--- src/rtl/dfr_axil_host.sv ---
// dfr_axil_host: AXI4-Lite initiator that turns block commands (address,
// word count, direction) into sequential single-beat AXI-Lite transfers.
// Write data arrives on the wr_* stream; read data leaves on the rd_* stream.
// Exactly one AXI transaction is in flight at any time.
//
// Handshake rule for every channel and stream: a transfer happens on the
// rising clock edge where VALID and READY are both high; a VALID, once
// raised, holds its payload stable and is not withdrawn until that edge.
module dfr_axil_host #(
    parameter int C_M_AXI_DATA_WIDTH = 32,
    parameter int C_M_AXI_ADDR_WIDTH = 30,
    parameter int ADDR_STRIDE        = 4,
    parameter int COUNT_WIDTH        = 16
) (
    input  logic                            M_AXI_ACLK,
    input  logic                            M_AXI_ARESETN,
    // command port
    input  logic                            cmd_valid,
    output logic                            cmd_ready,
    input  logic                            cmd_write,
    input  logic [C_M_AXI_ADDR_WIDTH-1:0]   cmd_addr,
    input  logic [COUNT_WIDTH-1:0]          cmd_count,
    // write-data stream
    input  logic                            wr_valid,
    output logic                            wr_ready,
    input  logic [C_M_AXI_DATA_WIDTH-1:0]   wr_data,
    // read-data stream
    output logic                            rd_valid,
    input  logic                            rd_ready,
    output logic [C_M_AXI_DATA_WIDTH-1:0]   rd_data,
    // status
    output logic                            done,
    output logic                            err,
    output logic [2:0]                      dbg_state,
    // AXI4-Lite master
    output logic [C_M_AXI_ADDR_WIDTH-1:0]   M_AXI_AWADDR,
    output logic                            M_AXI_AWVALID,
    input  logic                            M_AXI_AWREADY,
    output logic [C_M_AXI_DATA_WIDTH-1:0]   M_AXI_WDATA,
    output logic [C_M_AXI_DATA_WIDTH/8-1:0] M_AXI_WSTRB,
    output logic                            M_AXI_WVALID,
    input  logic                            M_AXI_WREADY,
    input  logic [1:0]                      M_AXI_BRESP,
    input  logic                            M_AXI_BVALID,
    output logic                            M_AXI_BREADY,
    output logic [C_M_AXI_ADDR_WIDTH-1:0]   M_AXI_ARADDR,
    output logic                            M_AXI_ARVALID,
    input  logic                            M_AXI_ARREADY,
    input  logic [C_M_AXI_DATA_WIDTH-1:0]   M_AXI_RDATA,
    input  logic [1:0]                      M_AXI_RRESP,
    input  logic                            M_AXI_RVALID,
    output logic                            M_AXI_RREADY
);

    typedef enum logic [2:0] {
        IDLE     = 3'd0,
        WR_FETCH = 3'd1,
        WR_XFER  = 3'd2,
        WR_RESP  = 3'd3,
        RD_ADDR  = 3'd4,
        RD_DATA  = 3'd5,
        RD_HOLD  = 3'd6,
        DONE     = 3'd7
    } state_t;

    localparam logic [C_M_AXI_ADDR_WIDTH-1:0] STRIDE = C_M_AXI_ADDR_WIDTH'(ADDR_STRIDE);
    localparam logic [COUNT_WIDTH-1:0]        ONE    = COUNT_WIDTH'(1);

    state_t                          state_q, state_d;
    logic [C_M_AXI_ADDR_WIDTH-1:0]   addr_q, addr_d;
    logic [COUNT_WIDTH-1:0]          remaining_q, remaining_d;
    logic [C_M_AXI_DATA_WIDTH-1:0]   wdata_q, wdata_d;
    logic [C_M_AXI_DATA_WIDTH-1:0]   rd_data_q, rd_data_d;
    logic                            rd_valid_q, rd_valid_d;
    logic                            awvalid_q, awvalid_d;
    logic                            wvalid_q, wvalid_d;
    logic                            err_q, err_d;
    logic                            aw_done, w_done;

    // An address/data channel counts as finished once its VALID has dropped
    // or its handshake is completing this cycle.
    assign aw_done = !awvalid_q || M_AXI_AWREADY;
    assign w_done  = !wvalid_q  || M_AXI_WREADY;

    // Next-state and datapath updates; everything holds by default.
    always_comb begin
        state_d     = state_q;
        addr_d      = addr_q;
        remaining_d = remaining_q;
        wdata_d     = wdata_q;
        rd_data_d   = rd_data_q;
        rd_valid_d  = rd_valid_q;
        awvalid_d   = awvalid_q;
        wvalid_d    = wvalid_q;
        err_d       = err_q;
        unique case (state_q)
            IDLE: begin
                if (cmd_valid) begin
                    addr_d      = cmd_addr;
                    remaining_d = cmd_count;
                    err_d       = 1'b0;
                    if (cmd_count == '0) state_d = DONE;
                    else if (cmd_write)  state_d = WR_FETCH;
                    else                 state_d = RD_ADDR;
                end
            end
            WR_FETCH: begin
                if (wr_valid) begin
                    wdata_d   = wr_data;
                    awvalid_d = 1'b1;
                    wvalid_d  = 1'b1;
                    state_d   = WR_XFER;
                end
            end
            WR_XFER: begin
                // AW and W retire independently, in either order.
                if (M_AXI_AWREADY) awvalid_d = 1'b0;
                if (M_AXI_WREADY)  wvalid_d  = 1'b0;
                if (aw_done && w_done) state_d = WR_RESP;
            end
            WR_RESP: begin
                if (M_AXI_BVALID) begin
                    err_d       = err_q | (M_AXI_BRESP != 2'b00);
                    remaining_d = remaining_q - ONE;
                    addr_d      = addr_q + STRIDE;
                    state_d     = (remaining_q == ONE) ? DONE : WR_FETCH;
                end
            end
            RD_ADDR: begin
                if (M_AXI_ARREADY) state_d = RD_DATA;
            end
            RD_DATA: begin
                if (M_AXI_RVALID) begin
                    rd_data_d  = M_AXI_RDATA;
                    rd_valid_d = 1'b1;
                    err_d      = err_q | (M_AXI_RRESP != 2'b00);
                    state_d    = RD_HOLD;
                end
            end
            RD_HOLD: begin
                // The next AR waits here until the local consumer takes the word.
                if (rd_ready) begin
                    rd_valid_d  = 1'b0;
                    remaining_d = remaining_q - ONE;
                    addr_d      = addr_q + STRIDE;
                    state_d     = (remaining_q == ONE) ? DONE : RD_ADDR;
                end
            end
            DONE: begin
                state_d = IDLE;
            end
            default: begin
                state_d = IDLE;
            end
        endcase
    end

    // State and datapath registers; reset returns to IDLE and drops all VALIDs.
    always_ff @(posedge M_AXI_ACLK or negedge M_AXI_ARESETN) begin
        if (!M_AXI_ARESETN) begin
            state_q     <= IDLE;
            addr_q      <= '0;
            remaining_q <= '0;
            wdata_q     <= '0;
            rd_data_q   <= '0;
            rd_valid_q  <= 1'b0;
            awvalid_q   <= 1'b0;
            wvalid_q    <= 1'b0;
            err_q       <= 1'b0;
        end else begin
            state_q     <= state_d;
            addr_q      <= addr_d;
            remaining_q <= remaining_d;
            wdata_q     <= wdata_d;
            rd_data_q   <= rd_data_d;
            rd_valid_q  <= rd_valid_d;
            awvalid_q   <= awvalid_d;
            wvalid_q    <= wvalid_d;
            err_q       <= err_d;
        end
    end

    // cmd_ready is gated by reset so it stays low while reset is held.
    assign cmd_ready     = (state_q == IDLE) && M_AXI_ARESETN;
    assign wr_ready      = (state_q == WR_FETCH);
    assign rd_valid      = rd_valid_q;
    assign rd_data       = rd_data_q;
    assign done          = (state_q == DONE);
    assign err           = err_q;
    assign dbg_state     = state_q;

    // The block address register drives both address channels; it only
    // advances after the response, so it is stable while either VALID is up.
    assign M_AXI_AWADDR  = addr_q;
    assign M_AXI_AWVALID = awvalid_q;
    assign M_AXI_WDATA   = wdata_q;
    assign M_AXI_WSTRB   = {(C_M_AXI_DATA_WIDTH/8){1'b1}};
    assign M_AXI_WVALID  = wvalid_q;
    assign M_AXI_BREADY  = (state_q == WR_RESP);
    assign M_AXI_ARADDR  = addr_q;
    assign M_AXI_ARVALID = (state_q == RD_ADDR);
    assign M_AXI_RREADY  = (state_q == RD_DATA);

endmodule

--- config.mk ---
export PLATFORM = sky130hd
export DESIGN_NAME = dfr_axil_host
export DESIGN_NICKNAME = d
export VERILOG_FILES = /design/src/rtl/dfr_axil_host.sv
export SDC_FILE = /design/constraint.sdc
export NUM_CORES = 1
export LEC_CHECK = 0
export CORE_UTILIZATION = 46
export DETAILED_ROUTE_END_ITERATION = 16
export PLACE_DENSITY = 0.84
export SYNTH_ARGS = -nofsm -noshare
export SYNTH_HDL_FRONTEND = slang
export SYNTH_SLANG_ARGS = --single-unit
export TNS_END_PERCENT = 5
--- constraint.sdc ---
create_clock -name M_AXI_ACLK -period 6.65 [get_ports M_AXI_ACLK]
set_clock_uncertainty 0.05 [all_clocks]
set_input_delay 0.665 -clock M_AXI_ACLK [delete_from_list [all_inputs] [get_ports M_AXI_ACLK]]
set_output_delay 0.665 -clock M_AXI_ACLK [all_outputs]
set_load 0.01 [all_outputs]
## Word-level counts from Yosys, hierarchy flattened

Cells that the tools add are included.
Widths: inputs -> output; s select.

| storage, ports and cells | value |
|---|---|
| register bits after elaboration | 117 |
| output and inout port bits | 141 |
| logic and storage cells | 84 |

| operators by class | value |
|---|---|
| add/subtract/negate cells | 2 |
| equal/unequal tests | 17 |
| muxes and demuxes | 32 |
| bitwise operators | 2 |
| reductions and logical operators | 22 |

Operators by type and width:

| operator | count |
|---|---|
| $mux 30 | 3 |
| $pmux 30 s3 | 1 |
| $mux 16 | 3 |
| $pmux 16 s3 | 1 |
| $add 30x3->30 const B | 1 |
| $mux 3 | 10 |
| $pmux 3 s8 | 1 |
| $eq 16x1->1 const B | 1 |
| $logic_not 16->1 | 1 |
| $ne 2x2->1 const B | 8 |
| $sub 16x1->16 const B | 1 |
| $eq 3x3->1 const B | 4 |
| $reduce_and 3->1 | 3 |
| $mux 1 | 8 |
| $reduce_and 4->1 | 2 |
| $reduce_bool 2->1 | 4 |
| $reduce_and 7->1 | 1 |
| $eq 3x2->1 const B | 2 |
| $pmux 1 s2 | 3 |
| $reduce_bool 3->1 | 2 |
| $reduce_and 2->1 | 2 |
| $eq 3x1->1 const B | 1 |
| $logic_not 3->1 | 1 |
| $pmux 1 s3 | 1 |
| 6 further kinds | 10 |

## Longest topological paths before layout

| logic depth | value |
|---|---|
| word-level depth | 5 |
| mapped depth | 8 |

## Worst setup path after synthesis

OpenSTA, ideal clock, no wires.

| path | value |
|---|---|
| path type | register to register |
| start point | register remaining_q[0] |
| end point | register remaining_q[12] |
| library setup time | 0.079 ns |
| data arrival time | 2.276 ns |
| slack | 4.244 ns |
| cell stages (with the launch flop) | 9 |
| period minus slack after synthesis | 2.406 ns |
| path through | dfrtp_1 > inv_1 > ha_1 > or3b_1 > or4_1 > clkbuf_1 > or4_1 > a21oi_1 > a2bb2oi_1 |

| between the ends | value |
|---|---|
| word-level cells in the longest chain between the ends | 3 |
| elaborated cells on any way between the ends | 4 |
| those cells by class | 1 x add/sub; 3 x mux |

RTL lines:

| element | RTL line | source |
|---|---|---|
| start: declaration | 71 | `logic [COUNT_WIDTH-1:0] remaining_q, remaining_d;` |
| start signal: assignment | 173 | `remaining_q <= remaining_d;` |
| $sub 16x1->16 (*) | 124, 144 |  |
| $mux 16 (on tied branches) | 142, 122 |  |
| $pmux 16 s3 (*) | 96 | `unique case (state_q)` |

Mark *: on every way between the ends. The rest lies on a longest branch, timed or not. The select of a mux whose other input is x is not followed.
A chain may end at the register's enable or synchronous reset.

## Worst setup path in the final report

| path | value |
|---|---|
| start point | input port cmd_valid |
| end point | register addr_q[29], in the netlist M_AXI_ARADDR[29] |

| between the ends | value |
|---|---|
| word-level cells in the longest chain between the ends | 2 |

RTL lines:

| element | RTL line | source |
|---|---|---|
| start: declaration | 18 | `input logic cmd_valid,` |
| $ne 2x2->1 (no line) | - |  |
| $reduce_and 4->1 (no line) | - |  |
| end signal: assignment | 172 | `addr_q <= addr_d;` |
| end: declaration | 70 | `logic [C_M_AXI_ADDR_WIDTH-1:0] addr_q, addr_d;` |

No other way between the ends.

==> results.sh <==
export IMPL_initial_core_util_pct=47.5
export IMPL_die_height_um=117
export IMPL_worstReg2RegStart="dbg_state[1]$_DFFE_PN0P_"
export IMPL_worst_skew_pair_late_latency_ps=410
export IMPL_synth_warnings=0
export IMPL_die_w_um=117
export IMPL_status="completed"
export IMPL_slowest_stage="a21o_1"
export IMPL_start_kind="input port"
export IMPL_antenna_found_initial=0
export IMPL_clockRootBuffer="clkbuf_16"
export IMPL_crit_cells=6
export IMPL_core_area_sq_mm=0.0127
export IMPL_setup_tns_ps=0
export IMPL_num_vias=5692
export IMPL_drc_errors=0
export IMPL_die_area_sq_mm=0.0136
export IMPL_maxSlewViolCount=0
export IMPL_synth_avg_cell_area_sq_um=10.1
export IMPL_syn_to_final_growth_pct=50.7
export IMPL_grt_pass1_vias=5833
export IMPL_wire_per_inst_um=18.7
export IMPL_utilization_pct=71.6
export IMPL_max_cap_violations=0
export IMPL_leakagePower_nw=3.61
export IMPL_htree_levels=4
export IMPL_timing_critical_path_buf_inv=1
export IMPL_max_freq_mhz=335
export IMPL_min_period_ps=2990
export IMPL_ctsResizeCount=0
export IMPL_antenna_cells=0
export IMPL_cts_setup_buffers=0
export IMPL_nNetsFinal=942
export IMPL_end_kind="flop"
export IMPL_arrival_ps=3220
export IMPL_hp_class="input port to asynchronous set/reset pin"
export IMPL_worstPathCellList="clkdlybuf4s50_1, or3b_2, a21oi_1, a21o_1, o21ai_0, a221o_1"
export IMPL_relSlewSlack_pct=17.0
export IMPL_cts_tree="yes"
export IMPL_vias_per_cell=5.70
export IMPL_post_route_period_util_pct=44.9
export IMPL_cp_startpoint="cmd_valid"
export IMPL_hpwl_um=13100
export IMPL_required_ps=6880
export IMPL_synth_ff_type="dfrtp_1"
export IMPL_p_per_area_mw_per_mm2=505
export IMPL_cts_clk_slew_worst_paths_ps=50
export IMPL_critical_path_top_delay_family="compound AO/OA/AOI/OAI gates"
export IMPL_synth_edff_count=0
export IMPL_layout_commonest_cell="clkdlybuf4s50_1"
export IMPL_first_pass_iters=5
export IMPL_clk_path_buf_depth=2
export IMPL_io_pins=266
export IMPL_gp_congestion=0.846
export IMPL_cts_made_buffers=17
export IMPL_r2r_end="M_AXI_ARADDR[29]$_DFFE_PN0P_"
export IMPL_drt_iter0_markers=629
export IMPL_tightest_slew_ps=1240
export IMPL_rsz0062_at_grt="no"
export IMPL_port_buffers=261
export IMPL_r2r_slack_ps=3720
export IMPL_cts_sinks=117
export IMPL_ys_seq_area_share_pct=48.5
export IMPL_final_cell_mix="clkdlybuf4s50_1 (260), dfrtp_1 (117), mux2_2 (66)"
export IMPL_fillers=923
export IMPL_finalHoldViolations=0
export IMPL_crit_type="input port to flop"
export IMPL_ff2ff_path_depth=5
export IMPL_ant_nets=0
export IMPL_netlist_instances=601
export IMPL_setup_violations=0
export IMPL_postCtsHoldBufs=0
export IMPL_grt_max_degree=73
export IMPL_grt_usage_pct=27.8
export IMPL_synthDistinctLibCells=55
export IMPL_final_layout_size_suffix_gt1_share_pct=13.1
export IMPL_totalWireLength_um=18700
export IMPL_postSynth_asyncResetShare_pct=100
export IMPL_max_stage_delay_ps=740
export IMPL_grt_pass1_wl_um=28800
export IMPL_cp_max_fo=31
export IMPL_ys_seq_elements=117
export IMPL_netlist_area_sq_mm=0.00604
export IMPL_irDropWorstVdd_mv=0.268
export IMPL_grt_overflow_total=0
export IMPL_core_rowCount=41
cell type report:
type	count	area (sq um)	area share, %
clock buffers	24	492	5.40
clock inverters	8	97.6	1.07
inverters	9	33.8	0.371
multi-input cells	405	2710	29.7
flip-flops and latches	117	2930	32.2
well taps	172	215	2.36
repair buffers	264	2630	28.9
kinds of logic (layout without fill, tap and decap cells):
family	Yosys count	after routing	share of synthesized area, %
simple gates	177	177	15.1
compound gates	150	150	15.4
flops	117	117	48.5
buf+inv	82	305	7.23
mux	70	70	13.0
fa+ha+maj	3	3	0.621
other cells	1	4	0.0621
xor+xnor	1	1	0.145
where the power goes:
part / leakage (nW) / switching (mW) / internal (mW)
Clock: 0.282 / 0.314 / 0.589
Combinational: 1.93 / 1.01 / 1.23
Sequential: 1.39 / 0.380 / 1.07
Total: 3.61 / 1.70 / 2.89
worst max path at each step:
stage / endpoint / slack, ps
6_report: M_AXI_ARADDR[29]$_DFFE_PN0P_ / 3660
3_5_place_dp: M_AXI_ARADDR[29]$_DFFE_PN0P_ / 3270
5_1_grt: M_AXI_RREADY / 3560
2_1_floorplan: remaining_q[12]$_DFFE_PN0P_ / 4240
3_3_place_gp: M_AXI_ARADDR[29]$_DFFE_PN0P_ / 3310
4_1_cts: M_AXI_ARADDR[29]$_DFFE_PN0P_ / 3700
worst reg2reg max path, cell delays in order, from the launching register on:
cell and delay [ps]:
dfrtp_1 600, or3b_2 560, a21oi_1 300, a21o_1 740
o21ai_0 220, a221o_1 330
registers in the layout, summed over array words and instances (netlist names):
signal and flops:
M_AXI_WDATA 32, rd_data 32, M_AXI_ARADDR 30, remaining_q 16, dbg_state 3, M_AXI_AWVALID 1, M_AXI_WVALID 1, err 1
rd_valid 1
layer usage:
layer | vias up | track usage [%] | wire length [um]
met3 | 62 | 8.46 | 1430
met1 | 2740 | 29.9 | 6650
met5 | - | 0 | 0
met2 | 294 | 48.9 | 9820
met4 | 0 | 15.4 | 748
li1 | 2596 | - | -
Yosys cell counts (3+ instances only):
library cell / instances / area share (%)
o2bb2ai_1: 6 / 0.87
nor2b_1: 3 / 0.31
mux2_2: 66 / 12
nand4_1: 6 / 0.62
nand2_1: 32 / 2.0
nor2_1: 45 / 2.8
or3_1: 4 / 0.41
nand2b_1: 3 / 0.31
buf_1: 5 / 0.31
ha_1: 3 / 0.62
o22ai_1: 8 / 0.83
a31oi_1: 7 / 0.72
and4_1: 4 / 0.58
inv_1: 9 / 0.56
clkbuf_1: 33 / 2.1
o2bb2a_1: 3 / 0.50
a2bb2oi_1: 4 / 0.58
nor4_1: 20 / 2.1
o21ai_0: 43 / 3.6
a22oi_1: 6 / 0.75
or2_2: 3 / 0.31
buf_4: 34 / 4.2
o22a_1: 7 / 1.0
nor3_1: 19 / 1.6
nand3_1: 14 / 1.2
and2_1: 4 / 0.41
or4_1: 5 / 0.62
a21oi_1: 46 / 3.8
mux2i_1: 4 / 0.66
and3_1: 6 / 0.62
nor3b_1: 3 / 0.37
a221o_1: 3 / 0.50
dfrtp_1: 117 / 48
through the flow:
stage | hold slack [ps] | power [mW] | worst slack (ps) | cell area [sq um] | instances
6_report | 220 | 4.60 | 3660 | 9100 | 999
5_1_grt | 254 | 4.88 | 3560 | 9100 | 999
4_1_cts | 228 | 4.61 | 3700 | 9100 | 999
3_5_place_dp | 427 | 3.67 | 3270 | 8510 | 967
3_3_place_gp | 422 | 3.56 | 3310 | 8510 | 967
2_1_floorplan | 319 | 2.61 | 4240 | 6050 | 604
Note: power is estimated with default switching activity, not from simulation.
==> RTL edit 1 (config.mk and constraints unchanged) <==
Set the parameter `C_M_AXI_DATA_WIDTH` to 36 (it was 32).
--- a/src/rtl/dfr_axil_host.sv
+++ b/src/rtl/dfr_axil_host.sv
@@ -7,7 +7,7 @@
 // rising clock edge where VALID and READY are both high; a VALID, once
 // raised, holds its payload stable and is not withdrawn until that edge.
 module dfr_axil_host #(
-    parameter int C_M_AXI_DATA_WIDTH = 32,
+    parameter int C_M_AXI_DATA_WIDTH = 36,
     parameter int C_M_AXI_ADDR_WIDTH = 30,
     parameter int ADDR_STRIDE        = 4,
     parameter int COUNT_WIDTH        = 16
Interface: changed (resized M_AXI_RDATA, M_AXI_WDATA, rd_data and wr_data); port bits go from 266 to 282. The function was not compared with the original's and may differ.
==> RTL edit 1 against the unedited design <==
Sequential cell count increased by 8. Critical endpoint is now M_AXI_BREADY. Synthesized area increased by 5.6%. Sequential power increased by 6%. Worst setup slack worse by 73 ps. Routed wire length increased by 5.8%. Cell count is 3.8% higher. Design area is 5.6% higher. Power is 4.9% higher.
==> RTL edit 1: results (changes against the unedited design) <==
outcome: complete, no violations (unchanged)
post-CTS setup buffers: 0 (unchanged)
multiplexer fraction of the synthesized cell area: 13.02% (was 12.96%)
post-cts resize count: 0 (unchanged)
DR vias/cell: 5.766 (was 5.698)
antenna violations before repair: 0 (unchanged)
cells taking the most area after synthesis: sky130_fd_sc_hd__dfrtp_1 49%, sky130_fd_sc_hd__mux2_2 13%, sky130_fd_sc_hd__a21oi_1 4.4% (was sky130_fd_sc_hd__dfrtp_1 48%, sky130_fd_sc_hd__mux2_2 12%, sky130_fd_sc_hd__buf_4 4.2%)
master cell of the clock root buffer: sky130_fd_sc_hd__clkbuf_16 (unchanged)
asr flop ratio synth: 100.0% (unchanged)
Post-DP Area: 9014 µm² (was 8514 µm²)
CTS Buffer Depth: 2 (unchanged)
total half-perimeter wirelength after legalization and detailed placement: 14190 µm (was 13120 µm)
ant diodes: 0 (unchanged)
number of detailed-route iterations in the first pass: 5 (unchanged)
largest net degree at the start of global routing: 79 (was 73)
highest net fanout along the worst path: 22 (was 31)
vias in the first global route: 5698 (was 5833)
path class of the lowest-slack min-delay path: in2async (unchanged)
wire length of the first global-routing pass: 30870 µm (was 28790 µm)
mean cell area of the mapped netlist: 10.45 µm² (was 10.05 µm²)
clock transition at the registers of the reported paths: 50 ps (about the same)
count of warnings emitted by yosys: 0 (unchanged)
sequential element share of the synthesized area: 49.01% (was 48.46%)
CTS H-tree lvls: 4 (unchanged)
peak ir drop on the vdd network: 0.2846 mV (was 0.2683 mV)
endpoint of the lowest-slack register-to-register path: M_AXI_ARADDR[26] (was M_AXI_ARADDR[29])
critical path arrival: 2350 ps (was 3220 ps)
compound-gate portion of the synthesized area: 15.08% (was 15.43%)
Finished Layout Cells: 1037 (was 999)
Nets: 984 (was 942)
setup slack, reg-to-reg: 3800 ps (was 3720 ps)
Hold Worst Slack: 214.5 ps (was 219.6 ps)
internal power: 3.024 mW (was 2.894 mW)
length in cells of the worst reg-to-reg path: 5 (unchanged)
Starting DRT DRC Count: 602 (was 629)
clock latency reported for the late side of the worst-skew pair: 410 ps (about the same)
GPL Wtd Cong: 0.8769 (was 0.8462)
share of final-layout standard cells stronger than drive strength 1: 14.40% (was 13.06%)
fraction of synthesized cell area in xor and xnor cells: 0.1372% (was 0.1450%)
total of endpoints with negative setup slack in the final report: 0 (unchanged)
total CTS buffers: 17 (unchanged)
gr usage total: 27.95% (was 27.85%)
worst reg2reg path startpoint: dbg_state[2] (was dbg_state[1])
synth cell count leaders: 125 x sky130_fd_sc_hd__dfrtp_1, 72 x sky130_fd_sc_hd__mux2_2, 56 x sky130_fd_sc_hd__a21oi_1 (was 117 x sky130_fd_sc_hd__dfrtp_1, 66 x sky130_fd_sc_hd__mux2_2, 46 x sky130_fd_sc_hd__a21oi_1)
reported leakage power: 3.870 nW (was 3.605 nW)
synthesized-area fraction occupied by adder cells: 0.5881% (was 0.6212%)
number of distinct library cells after synthesis: 65 (was 55)
DRT Wirelength: 19740 µm (was 18650 µm)
count of port buffers added during placement: 277 (was 261)
worst slew margin relative to its limit: 17.89% (was 17.03%)
## RTL edit 1: layout make-up
cell class	instances	area (µm²)
fillers	928	3785
flip-flops and latches	125	3128
multi-input cells	414	2828
repair buffers	282	2808
clock buffers	21	460.4
well taps	176	220.2
clock inverters	11	141.4
inverters	8	30.03
## RTL edit 1: logic make-up (layout without fill, tap and decap cells)
group,count (synthesis),count (layout)
other,1,4
AND/OR/NAND/NOR,175,175
XOR/XNOR,1,1
buffers and inverters,75,322
AO/OA/AOI/OAI,157,157
adder cells (fa/ha/maj),3,3
flip-flops,125,125
multiplexers,74,74
## RTL edit 1: worst max path at each step
stage | startpoint | end | slack [ps] | cells past startpoint
floorplan | dbg_state[2] | M_AXI_ARVALID | 4740 | 3
global placement | rd_ready | M_AXI_ARADDR[26] | 3720 | 6
detailed placement | rd_ready | M_AXI_ARADDR[26] | 3630 | 6
CTS | dbg_state[2] | M_AXI_RREADY | 3590 | 3
global route | dbg_state[2] | M_AXI_RREADY | 3470 | 3
finish | dbg_state[0] | M_AXI_BREADY | 3590 | 3
## RTL edit 1: worst max-delay path: stages, from the launching register on
cell and delay [ps]:
sky130_fd_sc_hd__dfrtp_1 810, sky130_fd_sc_hd__nand2_1 220, sky130_fd_sc_hd__nor2_2 300, sky130_fd_sc_hd__clkdlybuf4s50_1 600
## RTL edit 1: through the flow
step / worst slack [ps] / utilization [%]
after floorplan: 4735 / -
after global placement: 3722 / 67.26
after detailed placement: 3630 / 67.26
after CTS: 3590 / 71.76
after global routing: 3469 / 71.76
final: 3589 / 71.76
## RTL edit 1: per-layer routing
| metal | GRT usage [%] | vias up | part of all wire [%] |
|---|---|---|---|
| met5 | 0 | - | 0 |
| li1 | - | 2695 | - |
| met1 | 34.42 | 2919 | 39 |
| met4 | 11.88 | 0 | 3.2 |
| met3 | 5.323 | 54 | 5.4 |
| met2 | 47.83 | 311 | 52 |
## RTL edit 1: power groups by stage
| stage | Sequential (mW) | Combinational (mW) | Clock (mW) |
|---|---|---|---|
| after global placement | 1.49 | 2.27 | 0 |
| after detailed placement | 1.53 | 2.34 | 0 |
| final | 1.53 | 2.35 | 0.942 |
| after global routing | 1.58 | 2.52 | 0.985 |
| after CTS | 1.52 | 2.35 | 0.951 |
| after floorplan | 1.56 | 1.21 | 0 |
==> RTL edit 2 (same settings) <==
Made on the original files. Reset style: synchronous (`M_AXI_ARESETN`), changed in one clocked block.
--- a/src/rtl/dfr_axil_host.sv
+++ b/src/rtl/dfr_axil_host.sv
@@ -156,7 +156,7 @@
     end
 
     // State and datapath registers; reset returns to IDLE and drops all VALIDs.
-    always_ff @(posedge M_AXI_ACLK or negedge M_AXI_ARESETN) begin
+    always_ff @(posedge M_AXI_ACLK) begin
         if (!M_AXI_ARESETN) begin
             state_q     <= IDLE;
             addr_q      <= '0;
Check against the original RTL: differs if M_AXI_ARESETN is asserted again (counterexample within 4 cycles, from zero or initial values and one cycle with M_AXI_ARESETN low); with M_AXI_ARESETN held inactive, the same outputs for 4 cycles.
==> RTL edit 2 against the unedited design <==
Power fell by 32%. Die area fell by 1.4%. Routed wire length rose by 1.7%. Synthesized cell count rose by 32%. Sequential cell count did not move. Worst setup slack got worse by 540 ps. Cell count rose by 17%. Design area fell by 2.0%. Synthesized area fell by 1.4%. Largest cell class is now multi-input gates.
==> RTL edit 2: results (changes against the unedited design) <==
outcome: complete, no violations (unchanged)
mean cell area of the mapped netlist: 7.510 µm² (was 10.05 µm²)
wire length of the first global-routing pass: 28800 µm (was 28790 µm)
reported leakage power: 3.073 nW (was 3.605 nW)
sequential element share of the synthesized area: 39.33% (was 48.46%)
GPL Wtd Cong: 0.8260 (was 0.8462)
highest net fanout along the worst path: 33 (was 31)
Hold Worst Slack: 401.9 ps (was 219.6 ps)
worst reg2reg path startpoint: dbg_state[2] (was dbg_state[1])
setup slack, reg-to-reg: 3120 ps (was 3720 ps)
number of distinct library cells after synthesis: 63 (was 55)
synthesized-area fraction occupied by adder cells: 0.6303% (was 0.6212%)
asr flop ratio synth: 0% (was 100.0%)
share of final-layout standard cells stronger than drive strength 1: 4.910% (was 13.06%)
Finished Layout Cells: 1170 (was 999)
vias in the first global route: 5668 (was 5833)
synth cell count leaders: 190 x sky130_fd_sc_hd__nand2_1, 117 x sky130_fd_sc_hd__dfxtp_1, 106 x sky130_fd_sc_hd__a21oi_1 (was 117 x sky130_fd_sc_hd__dfrtp_1, 66 x sky130_fd_sc_hd__mux2_2, 46 x sky130_fd_sc_hd__a21oi_1)
endpoint of the lowest-slack register-to-register path: remaining_q[6] (was M_AXI_ARADDR[29])
DRT Wirelength: 18970 µm (was 18650 µm)
slew at the pin with the worst max-slew slack: 1196 ps (was 1240 ps)
proportion of total power due to net switching: 34.58% (was 37.02%)
peak ir drop on the vdd network: 0.2230 mV (was 0.2683 mV)
path class of the lowest-slack min-delay path: reg2reg (was in2async)
total half-perimeter wirelength after legalization and detailed placement: 12790 µm (was 13120 µm)
critical path arrival: 3810 ps (was 3220 ps)
Starting DRT DRC Count: 584 (was 629)
# placed instances: 1139 (was 967)
compound-gate portion of the synthesized area: 22.14% (was 15.43%)
cells taking the most area after synthesis: sky130_fd_sc_hd__dfxtp_1 39%, sky130_fd_sc_hd__nand2_1 12%, sky130_fd_sc_hd__a21oi_1 8.9% (was sky130_fd_sc_hd__dfrtp_1 48%, sky130_fd_sc_hd__mux2_2 12%, sky130_fd_sc_hd__buf_4 4.2%)
total of fill cells in the finished design: 1016 (was 923)
DR vias: 6324 (was 5692)
multiplexer fraction of the synthesized cell area: 0.8613% (was 12.96%)
fraction of synthesized cell area in xor and xnor cells: 0.4622% (was 0.1450%)
[RTL edit 2: cells by family (layout without fill, tap and decap cells)]
group / count (synthesis) / count (layout)
compound gates: 219 / 219
xor+xnor: 1 / 1
fa+ha+maj: 3 / 3
buf+inv: 106 / 308
flops: 117 / 117
mux: 5 / 5
other cells: 1 / 4
simple gates: 341 / 341
[RTL edit 2: per-layer routing]
layer | routed length (µm) | share of wire, % | global-route usage [%]
met1 | 7879 | 42 | 34.38
met4 | 384 | 2.0 | 10.09
met2 | 9376 | 49 | 46.03
met5 | 0 | 0 | 0
met3 | 1325 | 7.0 | 7.322
[RTL edit 2: cell type report]
class / instances / area [µm²] / area share (%)
clock buffer: 22 / 474.2 / 5.317
clock inverter: 9 / 150.1 / 1.684
inverter: 10 / 37.54 / 0.4209
multi-input combinational: 573 / 3042 / 34.10
tap: 172 / 215.2 / 2.413
timing repair buffer: 267 / 2658 / 29.80
sequential: 117 / 2342 / 26.26
[RTL edit 2: metrics by stage]
step / power (mW) / utilization, % / setup WS, ps / area, µm²
finish: 3.121 / 70.67 / 3121 / 8919
global route: 3.277 / 70.67 / 2905 / 8919
CTS: 3.121 / 70.67 / 3151 / 8919
detailed placement: 2.143 / 65.72 / 3038 / 8294
global placement: 2.121 / 65.72 / 3115 / 8294
floorplan: 1.702 / - / 4556 / 5967
[RTL edit 2: worst max-delay path, cell delays in order (launching register included)]
cell and delay (ps):
sky130_fd_sc_hd__dfxtp_1 920, sky130_fd_sc_hd__and3b_1 260, sky130_fd_sc_hd__o21ai_1 720, sky130_fd_sc_hd__and2_1 1040
sky130_fd_sc_hd__o21ai_0 220, sky130_fd_sc_hd__a21oi_1 220
[RTL edit 2: how the worst max path moves through the flow]
stage                             start               end  slack (ps)
after floorplan           M_AXI_ARESETN         cmd_ready        4560
after global placement         rd_ready    remaining_q[3]        3110
after detailed placement       rd_ready    remaining_q[3]        3040
after CTS                  dbg_state[2]    remaining_q[3]        3150
after global routing       dbg_state[2]  M_AXI_ARADDR[13]        2900
final                      dbg_state[2]    remaining_q[6]        3120
[RTL edit 2: power groups by stage]
stage	clock network, mW	registers (mW)	logic, mW
after global routing	1.01	1.04	1.23
after detailed placement	0	1.03	1.12
after global placement	0	1.02	1.10
after floorplan	0	0.998	0.704
final	0.976	1.02	1.13
after CTS	0.979	1.01	1.13
